**src/rtl/parameter_controller_if.sv**
```systemverilog
// rtl/parameter_controller_if.sv - shared types and bus interface for parameter_controller
package parameter_controller_pkg;

  // Seven 7-bit synth parameters; volume occupies the most significant field.
  typedef struct packed {
    logic [6:0] volume;
    logic [6:0] unison_detune;
    logic [6:0] attack_time;
    logic [6:0] decay_time;
    logic [6:0] sustain_level;
    logic [6:0] release_time;
    logic [6:0] duty_cycle;
  } parameter_t;

  typedef enum logic [2:0] {
    SINE     = 3'd0,
    SQUARE   = 3'd1,
    SAW      = 3'd2,
    TRIANGLE = 3'd3,
    NOISE    = 3'd4,
    TRUMPET  = 3'd5,
    ORGAN    = 3'd6,
    VIOLIN   = 3'd7
  } wave_t;

  // Index order doubles as notification priority (lowest index first).
  typedef enum logic [3:0] {
    PARAM_VOLUME         = 4'd0,
    PARAM_UNISON_DETUNE  = 4'd1,
    PARAM_ATTACK_TIME    = 4'd2,
    PARAM_DECAY_TIME     = 4'd3,
    PARAM_SUSTAIN_LEVEL  = 4'd4,
    PARAM_RELEASE_TIME   = 4'd5,
    PARAM_DUTY_CYCLE     = 4'd6,
    PARAM_NONE           = 4'd15
  } parameter_change_t;

  localparam parameter_t DEFAULT_PARAMETERS = '{
    volume:        7'h40,
    unison_detune: 7'h00,
    attack_time:   7'h00,
    decay_time:    7'h00,
    sustain_level: 7'h7F,
    release_time:  7'h00,
    duty_cycle:    7'h40
  };

endpackage

interface parameter_controller_if;
  import parameter_controller_pkg::*;

  logic              cc_valid;
  logic [6:0]        cc_number;
  logic [6:0]        cc_value;
  logic              pc_valid;
  logic [6:0]        pc_program;
  parameter_t        parameters;
  wave_t             wave;
  logic              wave_changed;
  logic              change_valid;
  parameter_change_t change_param;
  logic              change_ready;

  modport master (
    output cc_valid, cc_number, cc_value, pc_valid, pc_program, change_ready,
    input  parameters, wave, wave_changed, change_valid, change_param
  );

  modport slave (
    input  cc_valid, cc_number, cc_value, pc_valid, pc_program, change_ready,
    output parameters, wave, wave_changed, change_valid, change_param
  );

endinterface

```
**src/rtl/parameter_controller.sv**
```systemverilog
// rtl/parameter_controller.sv - MIDI CC/PC driven synth parameter store with change notifications
module parameter_controller
  import parameter_controller_pkg::*;
#(
  parameter logic [6:0] CC_VOLUME         = 7'd7,
  parameter logic [6:0] CC_UNISON_DETUNE  = 7'd94,
  parameter logic [6:0] CC_ATTACK_TIME    = 7'd73,
  parameter logic [6:0] CC_DECAY_TIME     = 7'd75,
  parameter logic [6:0] CC_SUSTAIN_LEVEL  = 7'd79,
  parameter logic [6:0] CC_RELEASE_TIME   = 7'd72,
  parameter logic [6:0] CC_DUTY_CYCLE     = 7'd70,
  parameter logic [6:0] CC_RESET_ALL      = 7'd121
) (
  input logic                  clk,
  input logic                  rst_n,
  parameter_controller_if.slave bus
);

  typedef enum logic {IDLE = 1'b0, OFFER = 1'b1} state_t;

  // Entry i holds the CC number for parameter_change_t index i.
  localparam logic [6:0] CC_MAP [7] = '{
    CC_VOLUME, CC_UNISON_DETUNE, CC_ATTACK_TIME, CC_DECAY_TIME,
    CC_SUSTAIN_LEVEL, CC_RELEASE_TIME, CC_DUTY_CYCLE
  };

  // Ascending packed range so field i lines up with parameter_change_t index i.
  logic [0:6][6:0]   regs_q, regs_d;
  logic [6:0]        dirty_q, dirty_d;
  wave_t             wave_q;
  logic              wave_changed_q;
  state_t            state_q;
  logic              change_valid_q;
  parameter_change_t change_param_q;
  parameter_change_t lowest_dirty;
  logic              handshake;
  logic              hit;
  logic              unused_pc;

  assign unused_pc = ^bus.pc_program[6:3];
  assign handshake = (state_q == OFFER) && bus.change_ready;

  // Highest-priority dirty parameter, PARAM_NONE when nothing is pending.
  always_comb begin
    lowest_dirty = PARAM_NONE;
    for (int i = 6; i >= 0; i--) begin
      if (dirty_q[i]) lowest_dirty = parameter_change_t'(4'(i));
    end
  end

  // Next parameter values and dirty bits; a CC set on the handshake edge overrides the clear.
  always_comb begin
    regs_d  = regs_q;
    dirty_d = dirty_q;
    hit     = 1'b0;
    for (int i = 0; i < 7; i++) begin
      if (handshake && (change_param_q == parameter_change_t'(4'(i)))) dirty_d[i] = 1'b0;
    end
    if (bus.cc_valid) begin
      if (bus.cc_number == CC_RESET_ALL) begin
        regs_d  = DEFAULT_PARAMETERS;
        dirty_d = 7'h7F;
      end else begin
        for (int i = 0; i < 7; i++) begin
          if (!hit && (bus.cc_number == CC_MAP[i])) begin
            hit       = 1'b1;
            regs_d[i] = bus.cc_value;
            dirty_d[i] = 1'b1;
          end
        end
      end
    end
  end

  // Parameter and dirty-bit storage.
  always_ff @(posedge clk or negedge rst_n) begin
    if (!rst_n) begin
      regs_q  <= DEFAULT_PARAMETERS;
      dirty_q <= '0;
    end else begin
      regs_q  <= regs_d;
      dirty_q <= dirty_d;
    end
  end

  // Wavetable select with a one-cycle change pulse on every program change.
  always_ff @(posedge clk or negedge rst_n) begin
    if (!rst_n) begin
      wave_q         <= SINE;
      wave_changed_q <= 1'b0;
    end else begin
      wave_changed_q <= bus.pc_valid;
      if (bus.pc_valid) wave_q <= wave_t'(bus.pc_program[2:0]);
    end
  end

  // Notification FSM: offer the highest-priority dirty parameter, hold it until accepted.
  always_ff @(posedge clk or negedge rst_n) begin
    if (!rst_n) begin
      state_q        <= IDLE;
      change_valid_q <= 1'b0;
      change_param_q <= PARAM_NONE;
    end else begin
      case (state_q)
        IDLE: begin
          if (|dirty_q) begin
            state_q        <= OFFER;
            change_valid_q <= 1'b1;
            change_param_q <= lowest_dirty;
          end
        end
        OFFER: begin
          if (bus.change_ready) begin
            state_q        <= IDLE;
            change_valid_q <= 1'b0;
            change_param_q <= PARAM_NONE;
          end
        end
        default: begin
          state_q        <= IDLE;
          change_valid_q <= 1'b0;
          change_param_q <= PARAM_NONE;
        end
      endcase
    end
  end

  assign bus.parameters   = regs_q;
  assign bus.wave         = wave_q;
  assign bus.wave_changed = wave_changed_q;
  assign bus.change_valid = change_valid_q;
  assign bus.change_param = change_param_q;

endmodule

```
**src/flat_wrapper.sv**
```systemverilog
// flat-port wrapper written by rule: the top's interface ports become plain ports
module parameter_controller_flat import parameter_controller_pkg::*;
#(
  parameter logic [6:0] CC_VOLUME         = 7'd7,
  parameter logic [6:0] CC_UNISON_DETUNE  = 7'd94,
  parameter logic [6:0] CC_ATTACK_TIME    = 7'd73,
  parameter logic [6:0] CC_DECAY_TIME     = 7'd75,
  parameter logic [6:0] CC_SUSTAIN_LEVEL  = 7'd79,
  parameter logic [6:0] CC_RELEASE_TIME   = 7'd72,
  parameter logic [6:0] CC_DUTY_CYCLE     = 7'd70,
  parameter logic [6:0] CC_RESET_ALL      = 7'd121
)
  (clk, rst_n, bus_cc_valid, bus_cc_number, bus_cc_value, bus_pc_valid, bus_pc_program, bus_change_ready, bus_parameters, bus_wave, bus_wave_changed, bus_change_valid, bus_change_param);
  parameter_controller_if bus_i ();
  input logic clk;
  input logic rst_n;
  input wire logic [$bits(bus_i.cc_valid)-1:0] bus_cc_valid;
  input wire logic [$bits(bus_i.cc_number)-1:0] bus_cc_number;
  input wire logic [$bits(bus_i.cc_value)-1:0] bus_cc_value;
  input wire logic [$bits(bus_i.pc_valid)-1:0] bus_pc_valid;
  input wire logic [$bits(bus_i.pc_program)-1:0] bus_pc_program;
  input wire logic [$bits(bus_i.change_ready)-1:0] bus_change_ready;
  output wire logic [$bits(bus_i.parameters)-1:0] bus_parameters;
  output wire logic [$bits(bus_i.wave)-1:0] bus_wave;
  output wire logic [$bits(bus_i.wave_changed)-1:0] bus_wave_changed;
  output wire logic [$bits(bus_i.change_valid)-1:0] bus_change_valid;
  output wire logic [$bits(bus_i.change_param)-1:0] bus_change_param;
  assign bus_i.cc_valid = bus_cc_valid;
  assign bus_i.cc_number = bus_cc_number;
  assign bus_i.cc_value = bus_cc_value;
  assign bus_i.pc_valid = bus_pc_valid;
  assign bus_i.pc_program = bus_pc_program;
  assign bus_i.change_ready = bus_change_ready;
  assign bus_parameters = bus_i.parameters;
  assign bus_wave = bus_i.wave;
  assign bus_wave_changed = bus_i.wave_changed;
  assign bus_change_valid = bus_i.change_valid;
  assign bus_change_param = bus_i.change_param;
  parameter_controller #(.CC_VOLUME(CC_VOLUME), .CC_UNISON_DETUNE(CC_UNISON_DETUNE), .CC_ATTACK_TIME(CC_ATTACK_TIME), .CC_DECAY_TIME(CC_DECAY_TIME), .CC_SUSTAIN_LEVEL(CC_SUSTAIN_LEVEL), .CC_RELEASE_TIME(CC_RELEASE_TIME), .CC_DUTY_CYCLE(CC_DUTY_CYCLE), .CC_RESET_ALL(CC_RESET_ALL)) u_core (.clk(clk), .rst_n(rst_n), .bus(bus_i));
endmodule
```
**config.mk**
```make
export PLATFORM = sky130hd
export DESIGN_NAME = parameter_controller_flat
export DESIGN_NICKNAME = d
export VERILOG_FILES = /design/src/rtl/parameter_controller_if.sv /design/src/rtl/parameter_controller.sv /design/src/flat_wrapper.sv
export SDC_FILE = /design/constraint.sdc
export NUM_CORES = 1
export LEC_CHECK = 0
export ABC_AREA = 1
export BUFFER_PORTS_ARGS = -buffer_cell sky130_fd_sc_hd__buf_2
export CAP_MARGIN = 5
export CORE_MARGIN = 8
export CORE_UTILIZATION = 47
export DETAILED_ROUTE_END_ITERATION = 16
export PLACE_DENSITY = 0.76
export SLEW_MARGIN = 20
export SYNTH_ARGS = -nofsm -noshare
export SYNTH_HDL_FRONTEND = slang
export SYNTH_SLANG_ARGS = --single-unit
```
**constraint.sdc**
```tcl
create_clock -name clk -period 1.05 [get_ports clk]
set_input_delay 0.1575 -clock clk [delete_from_list [all_inputs] [get_ports clk]]
set_output_delay 0.1575 -clock clk [all_outputs]
set_load 0.01 [all_outputs]
```
==> parameters.txt <==
Parameter                              Value

Status
  Outcome ... finished, violations left
  Violations in the final reports ... setup timing

Cells and area
  Register Area ... between 1500 and 2000 um^2
  Proportion of layout cells with a drive suffix above 1 ... 0.417
  Fin util ... 0.688
  Multi-input combinational cell area ... about 1200 um^2
  Fill cell count ... between 400 and 500
  NumNets Final ... 501
  Inserted Diodes ... 0
  Area grow syn2layout ... 44.6%

Min path
  Min-Delay Endpoint ... u_core.state_q$_DFF_PN0_
  Hold wc startpoint ... bus_change_ready
  Tightest Hold Check Type ... in2reg
  Hold path cells ... 2

Worst setup path
  Kind of launch point of the worst setup path ... flip-flop
  Largest delay share family, worst path ... simple AND/OR/NAND/NOR gates
  Maximum fanout encountered on the critical timing path ... 4
  R2r worst-path depth ... 6
  Worst path buffer plus inverter count ... 1
  Arrival time worst endpoint ... roughly 1500 ps
  Worst R2R Setup Slack ... -150 ps
  Most common cell type on the critical path ... sky130_fd_sc_hd__nand2_1
  Critical Path, Cell by Cell ... nor2_1 -> nand2_1 -> o21ai_4 -> nand3_1 -> nand2_1 -> inv_1
  Startpoint of the worst register-to-register path ... u_core.dirty_q[5]$_DFF_PN0_
  Setup crit end kind ... flip-flop
  Worst r2r dst ... u_core.bus.change_param[0]$_DFFE_PN1P_
  Worst path max stage delay ... around 430 ps
  Highest-delay cell along the critical path ... sky130_fd_sc_hd__dfrtp_1
  Required time of the critical path ... 1330 ps
  Critical path type ... reg2reg

GRT
  All-layer global routing usage ... 0.190
  Via count of the first global-routing pass ... ~2900
  Initial antenna violation count ... 0
  Remaining Overflow, GRT ... 0
  Largest net degree at the start of global routing ... between 60 and 70
  First-pass GRT wire length ... 13400 um

STA
  Setup repair after global routing missed its margin ... true
  Skew final ... about 7.5 ps
  Hold violation total from the final report ... 0
  Fin crit share ... 1.14
  Max Clk Rate ... between 800 and 900 MHz
  Minimum clock period after layout ... 1200 ps
  Max_slew headroom ... 0.629
  Setup violators final ... 29
  Pins Over Slew Limit ... 0
  Slew of the pin with the lowest slew margin ... 553 ps
  Final worst slack ... -147 ps

Power and ir drop
  Total Power ... a little over 8 mW
  Power density cells ... between 1500 and 2000 nW/um^2
  IR Drop Worst-Case VDD ... 0.00143 V
  Leak ... 2.41 nW

Clock network
  Maximum clock insertion buffer count ... 2
  Clock tree from TritonCTS ... yes
  Number of levels in the clock H-tree ... 3
  Number of sinks handled by clock tree synthesis ... 66
  Clock latency of the later-clocked register in the worst-skew pair ... between 300 and 400 ps
  Post-CTS clock slew at the launch and capture registers of the worst setup and hold paths ... 70 ps
  Clock tree root buffer cell ... sky130_fd_sc_hd__clkbuf_8
  Cts bufs inserted ... 9

Drt
  Antenna Violating Nets Remaining ... 0
  Total Routed Length ... 8630 um
  TritonRoute pass-1 iters ... 4
  Vias/cell ... 5.17
  Routed length per placed instance ... ~15 um
  DR iter-0 viols ... 200
  Drc violations ... 0
  Total number of vias ... 2879

Floorplanning
  Placeable core area ... just over 6000 um^2
  Num ports ... 84
  Full die area ... around 9000 um^2
  Horizontal die dimension ... ~95 um
  Floorplan row count ... 29
  Die height ... between 90 and 100 um
  Effective utilization at floorplan ... 0.476

Logic synthesis
  Cell count after synthesis ... 346
  Synthesized cell area ... between 2000 and 3000 um^2
  Yosys Warn Count ... 0
  Top cell type by total area after synthesis ... sky130_fd_sc_hd__dfrtp_1
  Synthesized netlist net count ... around 370
  Area fraction of the dominant cell type after synthesis ... 0.449
  Share of synthesized area occupied by flip-flops and latches ... 0.565
  Number of synthesized register bits ... between 60 and 70
  Post-Synthesis Mean Instance Area ... ~8.5 um^2
  Netlist cell types ... 21
  Ranking of synthesized cells by area ... sky130_fd_sc_hd__dfrtp_1 (45%), sky130_fd_sc_hd__nand2_1 (19%), sky130_fd_sc_hd__dfstp_2 (12%)

Place
  DPL Wire Length ... roughly 5600 um
  Count of buffers inserted at the top-level ports ... just under 80
  Gp weighted congestion ... ~0.91

Job
  Number of maximum-capacitance constraint violations ... 0
[report_power, final]
| group | switching (mW) | internal, mW | leakage (nW) | total [mW] |
|---|---|---|---|---|
| Combinational | 1.48 | 1.35 | 1.48 | 2.82 |
| Sequential | 0.337 | 3.06 | 0.841 | 3.39 |
| Clock | 0.952 | 0.976 | 0.0932 | 1.93 |
[worst max-delay path by stage]
stage	end	depth (start not counted)	startpoint
final	u_core.bus.change_param[0]$_DFFE_PN1P_	6	u_core.dirty_q[5]$_DFF_PN0_
after detailed placement	u_core.bus.parameters[0]$_DFFE_PN0P_	10	bus_cc_number[3]
after global routing	u_core.bus.change_param[1]$_DFFE_PN1P_	6	u_core.dirty_q[5]$_DFF_PN0_
after global placement	u_core.bus.parameters[5]$_DFFE_PN0P_	10	bus_cc_number[3]
after CTS	u_core.bus.change_param[1]$_DFFE_PN1P_	6	u_core.dirty_q[2]$_DFF_PN0_
after floorplan	u_core.bus.parameters[10]$_DFFE_PN0P_	9	bus_cc_number[3]
[placed cells by master (no fill, tap or decap), types with 4 or more instances in the layout]
cell type                  count
sky130_fd_sc_hd__dfstp_2      13
sky130_fd_sc_hd__inv_1        22
sky130_fd_sc_hd__nor2_1        7
sky130_fd_sc_hd__nand2_1     135
sky130_fd_sc_hd__dfrtp_1      53
sky130_fd_sc_hd__nand4_1      40
sky130_fd_sc_hd__nand2_2       8
sky130_fd_sc_hd__buf_2        58
sky130_fd_sc_hd__nand3_1      12
sky130_fd_sc_hd__inv_2         5
sky130_fd_sc_hd__clkbuf_8     11
sky130_fd_sc_hd__nand2_4       4
sky130_fd_sc_hd__o21ai_1       4
sky130_fd_sc_hd__buf_6        24
sky130_fd_sc_hd__o21ai_2       9
sky130_fd_sc_hd__nor2_4        5
sky130_fd_sc_hd__buf_4        42
[synth_stat cells (all sizes together)]
| master | instances |
|---|---|
| buf | 8 |
| nand3 | 15 |
| a31oi | 1 |
| mux2 | 3 |
| nand4 | 40 |
| o21ai | 16 |
| nor2 | 15 |
| dfstp | 13 |
| clkbuf | 3 |
| nor3 | 2 |
| nand2 | 147 |
| dfrtp | 53 |
| inv | 30 |
[through the flow]
step	cell area, um^2	setup TNS (ps)	hold WS, ps	setup WS, ps	instances
2_1_floorplan	2990	-1110	-138	-49.3	346
3_3_place_gp	3600	-15440	201	-312	513
3_5_place_dp	3600	-17260	201	-340	513
4_1_cts	3940	-2110	6.77	-132	537
5_1_grt	4270	-3960	38.8	-206	557
6_report	4270	-2490	32.0	-147	557
[logic make-up after synthesis]
logic type,count (synthesis),share of synthesized area
and+or+nand+nor,219,0.331
DFF,66,0.565
buffers and inverters,41,0.0627
AOI/OAI and AO/OA,17,0.0293
muxes,3,0.0114
[routing by layer]
layer / up-vias / GRT usage / part of all wire
met5: - / 0 / 0
met4: 0 / 0.0624 / 0.021
met3: 16 / 0.0654 / 0.085
met2: 100 / 0.298 / 0.48
met1: 1370 / 0.240 / 0.42
li1: 1393 / - / -
[flip-flops by register name, summed over array words and instances, names as in the netlist]
| signal | flops |
|---|---|
| u_core.bus.parameters | 49 |
| u_core.dirty_q | 7 |
| u_core.bus.change_param | 4 |
| u_core.bus.wave | 3 |
| u_core.bus.change_valid | 1 |
| u_core.bus.wave_changed | 1 |
| u_core.state_q | 1 |
[layout make-up]
type                            instances  share of cell area
Sequential cell                        66               0.391
Multi-Input combinational cell        239               0.291
Timing Repair Buffer                  129               0.224
Clock buffer                           13              0.0372
Inverter                               30              0.0308
Tap cell                               77              0.0226
Clock inverter                          3             0.00352
[what timing repair did]
action,4_1_cts,5_1_grt
resized for setup,24,46
pin swaps,8,18
setup buffers,7,20
endpoints found under the setup margin,29,98
hold endpoints to repair,54,0
hold buffers,2,0
No activity file was read; power rests on OpenSTA's default activity.
